<file path="src/rtl/refill_way_sched_pkg.sv">
// refill_way_sched_pkg: shared FSM states, LFSR taps and helpers for the refill victim scheduler
package refill_way_sched_pkg;

    localparam int MAX_WAYS = 8;
    // Taps on bits 7,3,2,1; feedback is the inverted XOR so an all-zero seed still advances
    localparam logic [7:0] LFSR_TAPS = 8'b1000_1110;

    typedef enum logic [1:0] {IDLE, SELECT, RESP} state_t;

    function automatic logic [7:0] lfsr_next(input logic [7:0] q);
        return {q[6:0], ~^(q & LFSR_TAPS)};
    endfunction

    function automatic logic [2:0] oh2bin(input logic [MAX_WAYS-1:0] oh);
        logic [2:0] b;
        b = '0;
        for (int i = 0; i < MAX_WAYS; i++)
            b = oh[i] ? b | 3'(i) : b;
        return b;
    endfunction

endpackage

</file>
<file path="src/rtl/refill_way_sched_first_one_oh.sv">
// first_one_oh: isolates the lowest set bit of a vector and flags whether any bit is set
module first_one_oh #(
    parameter int W = 8
) (
    input  logic [W-1:0] i_vec,
    output logic [W-1:0] o_oh,
    output logic         o_any
);

    assign o_oh  = i_vec & (~i_vec + W'(1));
    assign o_any = |i_vec;

endmodule

</file>
<file path="src/rtl/refill_way_sched.sv">
// refill_way_sched: picks a refill victim way (invalid first, then LFSR-random, then lowest unlocked)
module refill_way_sched
    import refill_way_sched_pkg::*;
#(
    parameter int         WAYS      = 8,
    parameter logic [7:0] SEED      = 8'h00,
    parameter int         MAX_TRIES = 8
) (
    input  logic                    clk_i,
    input  logic                    rst_i,
    input  logic                    req_valid_i,
    output logic                    req_ready_o,
    input  logic [WAYS-1:0]         valid_ways_i,
    input  logic [WAYS-1:0]         lock_ways_i,
    output logic                    resp_valid_o,
    input  logic                    resp_ready_i,
    output logic [WAYS-1:0]         way_oh_o,
    output logic [$clog2(WAYS)-1:0] way_bin_o,
    output logic                    resp_invalid_o,
    output logic                    resp_err_o
);

    localparam int BW = $clog2(WAYS);
    localparam int TW = $clog2(MAX_TRIES + 1);

    if (!(WAYS == 2 || WAYS == 4 || WAYS == 8)) begin : g_bad_ways
        $fatal(1, "refill_way_sched: WAYS must be 2, 4 or 8");
    end
    if (MAX_TRIES < 1 || MAX_TRIES > 16) begin : g_bad_tries
        $fatal(1, "refill_way_sched: MAX_TRIES must be 1..16");
    end

    state_t          r_state, w_next;
    logic [WAYS-1:0] r_valid, r_lock;
    logic [7:0]      r_lfsr;
    logic [TW-1:0]   r_tries;
    logic [BW-1:0]   r_bin;
    logic            r_inv, r_err;

    logic [WAYS-1:0] w_free_oh, w_unl_oh;
    logic            w_free_any, w_unl_any;
    logic [BW-1:0]   w_cand, w_bin;
    logic            w_inv, w_err, w_step, w_retry, w_done;

    first_one_oh #(.W(WAYS)) u_free (
        .i_vec (~r_lock & ~r_valid),
        .o_oh  (w_free_oh),
        .o_any (w_free_any)
    );

    first_one_oh #(.W(WAYS)) u_unl (
        .i_vec (~r_lock),
        .o_oh  (w_unl_oh),
        .o_any (w_unl_any)
    );

    assign w_cand = r_lfsr[BW-1:0];

    // Priority: free invalid way, all-locked error, exhausted-tries fallback, random candidate
    always_comb begin
        w_bin   = '0;
        w_inv   = 1'b0;
        w_err   = 1'b0;
        w_step  = 1'b0;
        w_retry = 1'b0;
        w_done  = 1'b0;
        if (w_free_any) begin
            w_bin  = BW'(oh2bin(MAX_WAYS'(w_free_oh)));
            w_inv  = 1'b1;
            w_done = 1'b1;
        end else if (!w_unl_any) begin
            w_err  = 1'b1;
            w_done = 1'b1;
        end else if (r_tries == TW'(MAX_TRIES)) begin
            w_bin  = BW'(oh2bin(MAX_WAYS'(w_unl_oh)));
            w_done = 1'b1;
        end else begin
            w_step  = 1'b1;
            w_bin   = w_cand;
            w_done  = !r_lock[w_cand];
            w_retry = r_lock[w_cand];
        end
    end

    always_comb begin
        w_next = r_state;
        case (r_state)
            IDLE:    w_next = req_valid_i ? SELECT : IDLE;
            SELECT:  w_next = w_done ? RESP : SELECT;
            RESP:    w_next = resp_ready_i ? IDLE : RESP;
            default: w_next = IDLE;
        endcase
    end

    always_ff @(posedge clk_i) begin
        if (rst_i)
            r_state <= IDLE;
        else
            r_state <= w_next;
    end

    always_ff @(posedge clk_i) begin
        if (rst_i) begin
            r_valid <= '0;
            r_lock  <= '0;
            r_lfsr  <= SEED;
            r_tries <= '0;
            r_bin   <= '0;
            r_inv   <= 1'b0;
            r_err   <= 1'b0;
        end else if (r_state == IDLE && req_valid_i) begin
            r_valid <= valid_ways_i;
            r_lock  <= lock_ways_i;
            r_tries <= '0;
        end else if (r_state == SELECT) begin
            if (w_step)
                r_lfsr <= lfsr_next(r_lfsr);
            if (w_retry)
                r_tries <= r_tries + TW'(1);
            if (w_done) begin
                r_bin <= w_bin;
                r_inv <= w_inv;
                r_err <= w_err;
            end
        end
    end

    assign req_ready_o    = r_state == IDLE;
    assign resp_valid_o   = r_state == RESP;
    assign way_bin_o      = resp_valid_o ? r_bin : '0;
    assign way_oh_o       = (resp_valid_o && !r_err) ? WAYS'(1) << r_bin : '0;
    assign resp_invalid_o = resp_valid_o & r_inv;
    assign resp_err_o     = resp_valid_o & r_err;

endmodule

</file>
<file path="config.mk">
export PLATFORM = sky130hd
export DESIGN_NAME = refill_way_sched
export DESIGN_NICKNAME = d
export VERILOG_FILES = /design/src/rtl/refill_way_sched_pkg.sv /design/src/rtl/refill_way_sched_first_one_oh.sv /design/src/rtl/refill_way_sched.sv
export SDC_FILE = /design/constraint.sdc
export NUM_CORES = 1
export LEC_CHECK = 0
export CAP_MARGIN = 20
export CORE_UTILIZATION = 30
export CTS_BUF_LIST = sky130_fd_sc_hd__clkbuf_16
export CTS_CLUSTER_SIZE = 8
export DETAILED_ROUTE_END_ITERATION = 16
export GPL_ROUTABILITY_DRIVEN = 0
export GPL_TIMING_DRIVEN = 0
export PLACE_DENSITY = 0.49
export SETUP_SLACK_MARGIN = 0.1
export SLEW_MARGIN = 20
export SYNTH_ARGS = -nofsm -noshare
export SYNTH_HDL_FRONTEND = slang
export SYNTH_SLANG_ARGS = --single-unit
</file>
<file path="constraint.sdc">
create_clock -name clk_i -period 3.4 [get_ports clk_i]
set_clock_uncertainty 0.05 [all_clocks]
set_input_delay 0.51 -clock clk_i [delete_from_list [all_inputs] [get_ports clk_i]]
set_output_delay 0.51 -clock clk_i [all_outputs]
set_load 0.02 [all_outputs]
</file>
After elaboration in Yosys (flattened, before gate mapping):

Cells that the tools add are included.

* flip-flop bits (word level): 35
* output and inout bits: 15

* add/subtract/negate cells: 3
* shift-type cells: 1
* $lt $le $gt $ge: 1
* reduce and logical (&&, ||, !) cells: 12
* mux-type cells: 37
* bitwise logic cells: 10
* equality and inequality tests: 3

Operators with widths (number)
* 2-to-1 mux 3 bit: 12
* inverter 8 bit: 4
* bitwise AND 8 bit: 3
* adder 8 x 1 -> 8 bit (second input constant): 2
* 2-to-1 mux 1 bit: 16
* OR reduction 8 bit: 2
* 2-to-1 mux 2 bit: 6
* 2-to-1 mux 8 bit: 1
* XNOR reduction 8 bit: 1
* << shifter 1 x 3 -> 8 bit (first input constant): 1
* case mux 2 bit (3 select lines): 1
* AND reduction 3 bit: 2
* adder 4 x 1 -> 4 bit (second input constant): 1
* == test 4 bit (second input constant): 1
* < comparator 3 x 4 -> 1 bit (second input constant): 1
* binary-select mux 1 bit (select 3 bit): 1
* bitwise AND 1 bit: 2
* == test 2 x 1 -> 1 bit (second input constant): 1
* == test 2 bit (second input constant): 1
* logical AND 1 bit: 2
* zero test 1 bit: 2
* zero test 2 bit: 1
* AND reduction 2 bit: 1
* OR reduction 2 bit: 1
* inverter 1 bit: 1

Longest topological paths before layout:

Gate-level depths: netlist of the first run.

* depth in word-level cells: 14
* gate-level depth with buffers: 7

By module:

From an unflattened synthesis of the first run, not the netlist that was laid out.

* cell total of the unflattened synthesis: 244
* area total of the unflattened synthesis: 1944.4 um^2

By module, submodules not included
* refill_way_sched: sequential area each 700.7 um^2, cells each 220, times used 1, area each 1751.7 um^2
* first_one_oh: sequential area each 0.0 um^2, cells each 12, times used 2, area each 96.3 um^2

Worst setup path before layout of the first run:

Ideal clock, no wire load.

* path type: flip-flop to output port
* from: register r_state[1]
* to: output port way_oh_o[0]
* arrival: 1826 ps
* cell stages (with the launch flop): 5
* buffers on the path: 1
* slack: 1014 ps
* cells stage by stage: dfxtp_1 -> nor2b_1 -> clkbuf_1 -> or3b_2 -> nor3_1

* cells in the longest elaborated chain, start to end: 3

RTL lines
* start: declaration: RTL line refill_way_sched.sv:33 `state_t r_state, w_next;`
* start signal: assignment: RTL line refill_way_sched.sv:99 `r_state <= w_next;`
* == test 2 bit: RTL line refill_way_sched.sv:129 `assign resp_valid_o = r_state == RESP;`
* via resp_valid_o: RTL line refill_way_sched.sv:15 `output logic resp_valid_o,`
* logical AND 1 bit: RTL line refill_way_sched.sv:131 `assign way_oh_o = (resp_valid_o && !r_err) ? WAYS'(1) << r_bin : '0;`
* 2-to-1 mux 8 bit: RTL line refill_way_sched.sv:131
* end: declaration: RTL line refill_way_sched.sv:17 `output logic [WAYS-1:0] way_oh_o,`

The timed path passes the listed nets, and every way through them passes these cells.

Worst setup path in the final report of the first run:

* from: register r_state[1]
* to: output port way_oh_o[0]

* cells in the longest elaborated chain, start to end: 3

RTL lines (RTL line)
* == test 2 bit: refill_way_sched.sv:129
* logical AND 1 bit: refill_way_sched.sv:131
* 2-to-1 mux 8 bit: refill_way_sched.sv:131

Every way passes these cells.

==> results of run 1 <==
==> flip-flops by register name, summed over array words and instances (netlist names) <==
register  cells
r_state       2
r_lock        8
r_tries       4
r_valid       8
r_bin         3
r_err         1
r_lfsr        8
r_inv         1
==> power breakdown <==
group	internal (mW)	switching, mW
Clock	0.263	0.167
Combinational	0.0512	0.0560
Sequential	0.427	0.0197
==> worst paths after layout <==
check                   from          end  slack (ps)  cells after the start
setup / recovery  r_state[1]  way_oh_o[0]         450                      5
hold / removal         r_inv        r_inv         400                      2
setup reg to reg   r_lock[2]     r_bin[2]        1110                      6
hold reg to reg        r_inv        r_inv         400                      2
==> layout by cell type (no fill, tap or decap), drive strengths merged, types with 2 or more instances in the layout <==
cell / Yosys / layout
nand2: 45 / 45
mux2i: 6 / 6
nor2b: 2 / 2
nand4: 2 / 2
dfxtp: 35 / 35
inv: 4 / 5
nand2b: 4 / 4
buf: 3 / 3
and2: 5 / 5
nor3: 9 / 9
clkdlybuf4s50: 0 / 33
ha: 2 / 2
xnor2: 6 / 6
o211ai: 2 / 2
a211oi: 3 / 3
o21ai: 8 / 8
a31oi: 2 / 2
a21oi: 26 / 26
nor2: 18 / 18
o22ai: 5 / 5
clkbuf: 7 / 12
clkinv: 0 / 2
nand3: 3 / 3
nor4: 2 / 2
mux4: 2 / 2
nand3b: 4 / 4
==> logic make-up after synthesis <==
kind of cell    count (synthesis)
mux                             8
fa+ha+maj                       2
compound gates                 50
buf+inv                        14
flops                          35
xor+xnor                        6
simple gates                  102
==> stage by stage <==
step	cells	power, mW	setup slack, ps	cell area, um2
final	330	0.984	451	2330
after CTS	330	0.994	418	2330
after global routing	330	1.02	293	2330
after global placement	322	0.563	723	2190
after detailed placement	322	0.565	725	2190
after floorplan	217	0.514	1010	1770
==> layer usage <==
metal	up-vias	part of all wire, %	GRT usage, %
li1	843	-	-
met1	735	49	18.8
met2	36	45	25.7
met3	6	4.1	3.68
met4	0	1.5	5.56
met5	-	0	0
==> layout make-up <==
class                           count  area share [%]
Multi-Input combinational cell    168            43.4
Timing Repair Buffer               33            14.2
Buffer                             10            1.94
Sequential cell                    35            30.1
Inverter                            4           0.646
Clock inverter                      3           0.484
Clock buffer                        5            5.38
Tap cell                           72            3.87
==> worst max-delay path, delay by kind of cell, from the launching register on <==
family | cells | cell delay, ps
AND/OR/NAND/NOR | 3 | 830
flip-flops | 1 | 400
buffers and inverters | 2 | 880
==> results.txt, run 1 <==
----------------------------------------------------
[Timing]
  Period utilization ... a little under 90%
  Worst slew slack as a fraction of its limit ... 47.3%
  Slew at the pin closest to its max-slew limit ... between 700 and 800 ps
  F_max ... roughly 340 MHz
  Total count of max-transition violations in the final report ... 0
  Shortest clock period the worst path allows after layout ... 2950 ps
  Setup repair after global routing missed its margin ... no
  Final setup violation count ... 0
  Fin Setup TNS ... 0 ps
  Worst-case hold slack ... just under 400 ps
  Final Hold Fails ... 0

[Finish]
  Number of nets in the layout ... between 200 and 300
  Antenna diodes ... 0
  Number of filler instances in the final layout ... 627
  Utilization after layout ... between 40% and 50%
  Register Area ... about 700 um2
  Area of the multi-input gates ... 1010 um2
  Area Growth Syn to Fin ... 31.5%
  Fraction of final layout cells with drive strength greater than 1 ... 6.59%

[Clocking]
  Clock slew at the register clock pins of the worst setup and hold paths ... roughly 60 ps
  CTS tree ... yes
  Total setup buffers inserted after CTS ... 0
  Maximum clock insertion buffer count ... 2
  Hold Buf Count CTS ... 0
  TritonCTS Buffers ... 5
  PostCTS Resize Cnt ... 0
  Clock latency on the worst-skew pair ... about 280 ps
  H-tree lvl count ... 2
  Clk root buf ... sky130_fd_sc_hd__clkbuf_16
  Sinks on Clock Net ... 35

[Pwr]
  VDD IR-drop max ... 0.188 mV
  Power density of the placed cells ... 423 nW/um2
  Leakage power of the design ... between 0.7 and 0.8 nW

[Logic synthesis]
  Fraction of the mapped netlist area in compound gates ... between 10% and 20%
  Share of synthesized area spent on multiplexers ... under 10%
  Combinational family with the most area after synthesis ... simple AND/OR/NAND/NOR gates
  Sequential share of the synthesized area ... 39.6%
  Total nets after synthesis ... ~240
  Most area-hungry cell type in the Yosys netlist ... sky130_fd_sc_hd__dfxtp_1
  Dominant synthesized flop cell ... sky130_fd_sc_hd__dfxtp_1
  Simple-gate share of the synthesized area ... 28.9%
  Top area cells in the synthesized netlist ... sky130_fd_sc_hd__dfxtp_1 (40%), sky130_fd_sc_hd__nand2_1 (9.5%), sky130_fd_sc_hd__a21oi_1 (7.4%)
  Synthesized-area fraction occupied by xor and xnor cells ... under 10%
  Adder-Cell Fraction of Synth Area ... between 1 and 1.5%
  Count of different cell masters after synthesis ... 41
  Number of synthesized flops with an enable pin ... 0
  Dominant cell by count in the synthesized netlist ... sky130_fd_sc_hd__nand2_1
  Asr flop ratio synth ... 0%
  Summed instance area of the synthesized netlist ... between 1500 and 2000 um2
  Synth top cells by count ... sky130_fd_sc_hd__nand2_1 (45), sky130_fd_sc_hd__dfxtp_1 (35), sky130_fd_sc_hd__a21oi_1 (26)
  Mean instance size in the synthesized netlist ... 8.15 um2
  Register bit total from synthesis ... 35
  Cells after Synth ... between 200 and 250
  Top cell type's share of synthesized area ... 39.6%
  Yosys warns ... 0

[Drt]
  Routed wire length ... about 4300 um
  Detailed Routing Iterations Pass 1 ... 4
  1st-iter DRT viols ... 39
  Ratio of routed vias to standard cells ... approximately 4.9
  DRC ... 0
  Number of nets with antenna violations after detailed routing ... 0
  Per-cell routed wire length ... about 13 um
  Vias after detailed routing ... around 1,600

[Critical path]
  Data required, critical path ... approximately 2800 ps
  Ordered list of cells on the worst path ... nor2b_1 > clkbuf_1 > or3b_2 > nor3_1 > clkdlybuf4s50_1
  CP Data Arrival Time ... 2390 ps
  Startpoint type of the worst setup path ... register
  Cell with the largest stage delay on the worst path ... sky130_fd_sc_hd__clkdlybuf4s50_1
  Worst setup path category ... register to output pin
  Capturing element type of the critical path ... output pin
  Maximum net fanout on the critical path ... 9
  Crit path largest cell delay ... slightly above 600 ps

[Global route]
  Number of antenna violations at the first check in global routing ... 0
  Vias in the first global route ... between 1,500 and 2,000
  Wire length of the first global-routing pass ... 7350 um
  Pin count of the biggest net entering global routing ... 11
  Global-route congestion overflow total ... 0
  GRT Util Overall ... between 15 and 20%

[Status]
  Status ... completed

[Floorplanning]
  Die width ... between 70 and 80 um
  Die Footprint ... approximately 6200 um2
  Std-Cell Core Area ... roughly 5600 um2
  I/O pin count ... 35
  Total number of placement rows ... 27
  Starting density of the core ... 31.5%
  Vert. Die Dim ... around 80 um

[Run]
  Number of maximum-capacitance constraint violations ... 0

[Placement]
  Total half-perimeter wirelength after legalization and detailed placement ... approximately 3200 um
  Buffers added on ports ... 33

[Worst hold path]
  Worst Hold Class ... register to register

----------------------------------------------------
Note: power is estimated with default switching activity, not from simulation.
==> run 2: changes to the inputs <==
--- a/config.mk
+++ b/config.mk
@@ -12,6 +12,7 @@
 export DETAILED_ROUTE_END_ITERATION = 16
 export GPL_ROUTABILITY_DRIVEN = 0
 export GPL_TIMING_DRIVEN = 0
+export MAX_ROUTING_LAYER = met4
 export PLACE_DENSITY = 0.49
 export SETUP_SLACK_MARGIN = 0.1
 export SLEW_MARGIN = 20
==> results.txt, run 2 (synthesized netlist as in run 1, its figures left out) <==
----------------------------------------------------
[Floorplanning]
  Vert. Die Dim ... 78.8 um (unchanged)
  Starting density of the core ... 31.5% (unchanged)
  Std-Cell Core Area ... 5610 um2 (unchanged)
  Die width ... 78.8 um (unchanged)
  Die Footprint ... 6210 um2 (unchanged)
  Total number of placement rows ... 27 (unchanged)
  I/O pin count ... 35 (unchanged)

[Timing]
  F_max ... 339 MHz (about the same)
  Total count of max-transition violations in the final report ... 0 (unchanged)
  Worst-case hold slack ... 396 ps (unchanged)
  Setup repair after global routing missed its margin ... no
  Period utilization ... 86.7% (about the same)
  Final setup violation count ... 0 (unchanged)
  Final Hold Fails ... 0 (unchanged)
  Shortest clock period the worst path allows after layout ... 2950 ps (+0.0900 ps)
  Fin Setup TNS ... 0 ps (unchanged)
  Slew at the pin closest to its max-slew limit ... 787 ps (unchanged)
  Worst slew slack as a fraction of its limit ... 47.3% (unchanged)

[Critical path]
  Crit path to ... way_oh_o[0]
  Timing startpoint of the critical path ... r_state[1]
  CP Data Arrival Time ... 2390 ps (about the same)
  R2R Path Start ... r_lock[2]
  R2r worst-path depth ... 6 (unchanged)
  Worst setup path category ... register to output pin
  Flop-to-flop setup slack ... 1110 ps (about the same)
  Capturing element type of the critical path ... output pin
  Worst flop-to-flop path endpoint ... r_bin[2]
  Data required, critical path ... 2840 ps (about the same)
  Startpoint type of the worst setup path ... register
  Maximum net fanout on the critical path ... 9 (unchanged)

[Clocking]
  Maximum clock insertion buffer count ... 2 (unchanged)
  Total setup buffers inserted after CTS ... 0 (unchanged)
  CTS tree ... yes
  PostCTS Resize Cnt ... 0 (unchanged)
  Clk root buf ... sky130_fd_sc_hd__clkbuf_16
  Sinks on Clock Net ... 35 (unchanged)
  TritonCTS Buffers ... 5 (unchanged)
  Clock latency on the worst-skew pair ... 280 ps (about the same)
  Clock slew at the register clock pins of the worst setup and hold paths ... 60 ps (about the same)
  Hold Buf Count CTS ... 0 (unchanged)
  H-tree lvl count ... 2 (unchanged)

[Drt]
  Number of nets with antenna violations after detailed routing ... 0 (unchanged)
  1st-iter DRT viols ... 40 (+2.6%)
  Ratio of routed vias to standard cells ... 4.91 (unchanged)
  Detailed Routing Iterations Pass 1 ... 4 (unchanged)
  Per-cell routed wire length ... 13.1 um (unchanged)
  Vias after detailed routing ... 1,620 (unchanged)
  Routed wire length ... 4320 um (unchanged)
  DRC ... 0 (unchanged)

[Finish]
  Area Growth Syn to Fin ... 31.5% (unchanged)
  Register Area ... 701 um2 (unchanged)
  Number of filler instances in the final layout ... 627 (unchanged)
  Area of the multi-input gates ... 1010 um2 (unchanged)
  Registers with the most flip-flops ... r_lfsr (8), r_lock (8), r_valid (8)
  Most common library cell in the layout ignoring fill and taps ... sky130_fd_sc_hd__nand2_1
  Number of nets in the layout ... 279 (unchanged)
  Fraction of final layout cells with drive strength greater than 1 ... 6.59% (unchanged)
  Most frequent cells in the layout ... sky130_fd_sc_hd__nand2_1 (45), sky130_fd_sc_hd__dfxtp_1 (35), sky130_fd_sc_hd__clkdlybuf4s50_1 (33)
  Antenna diodes ... 0 (unchanged)

[Worst hold path]
  Worst Hold Class ... register to register

[Status]
  Status ... completed

[Placement]
  Buffers added on ports ... 33 (unchanged)
  Total half-perimeter wirelength after legalization and detailed placement ... 3190 um (unchanged)

[Global route]
  Global-route congestion overflow total ... 0 (unchanged)
  Pin count of the biggest net entering global routing ... 11 (unchanged)
  Number of antenna violations at the first check in global routing ... 0 (unchanged)
  Wire length of the first global-routing pass ... 7340 um (about the same)
  Vias in the first global route ... 1,531 (+0.065%)
  GRT Util Overall ... 15.7% (+0.42 points)

[Pwr]
  VDD IR-drop max ... 0.188 mV (about the same)
  Power density of the placed cells ... 423 nW/um2 (about the same)
  Leakage power of the design ... 0.756 nW (unchanged)
  Total power after layout ... 0.984 mW (about the same)

[Run]
  Number of maximum-capacitance constraint violations ... 0 (unchanged)

----------------------------------------------------
==> run 2: through the flow <==
stage,cells,cell area (um2),utilization [%],setup slack (ps)
final,330,2330,41.5,451
after global routing,330,2330,41.5,293
after CTS,330,2330,41.5,418
after detailed placement,322,2190,39.0,725
after global placement,322,2190,39.0,723
after floorplan,217,1770,-,1010
==> run 2: area by class of cell <==
class | count | area share, %
inverters | 4 | 0.646
flip-flops and latches | 35 | 30.1
plain buffers | 10 | 1.94
well taps | 72 | 3.87
multi-input cells | 168 | 43.4
clock buffers | 5 | 5.38
repair buffers | 33 | 14.2
clock inverters | 3 | 0.484
==> run 2: how the worst min path moves through the flow <==
stage / startpoint / end / cells past startpoint
floorplan: r_lfsr[6] / r_lfsr[7] / 2
global placement: r_lfsr[6] / r_lfsr[7] / 2
detailed placement: r_inv / r_inv / 2
CTS: r_inv / r_inv / 2
global route: r_inv / r_inv / 2
finish: r_inv / r_inv / 2
==> run 2: where the power goes <==
part	internal (mW)	switching, mW	leakage, nW
Combinational	0.0512	0.0560	0.401
Sequential	0.427	0.0197	0.285
Clock	0.263	0.167	0.0701
==> run 2: critical path, cell delays in order (launching register included) <==
cell and delay, ps:
sky130_fd_sc_hd__dfxtp_1 400, sky130_fd_sc_hd__nor2b_1 150, sky130_fd_sc_hd__clkbuf_1 260, sky130_fd_sc_hd__or3b_2 530
sky130_fd_sc_hd__nor3_1 150, sky130_fd_sc_hd__clkdlybuf4s50_1 620
==> run 2: layer usage <==
metal / routed length [um] / GRT usage, % / vias to the layer above
met2: 1950 / 25.7 / 36
met3: 178 / 3.68 / 6
li1: - / - / 843
met4: 63 / 5.56 / 0
met1: 2130 / 18.8 / 735
met5: 0 / - / -
==> run 3: changes to the inputs <==
--- a/config.mk
+++ b/config.mk
@@ -6,6 +6,7 @@
 export NUM_CORES = 1
 export LEC_CHECK = 0
 export CAP_MARGIN = 20
+export CORE_MARGIN = 1
 export CORE_UTILIZATION = 30
 export CTS_BUF_LIST = sky130_fd_sc_hd__clkbuf_16
 export CTS_CLUSTER_SIZE = 8
==> results of run 3 <==
No change in the layout: final DEF, timing and power equal those of run 2.
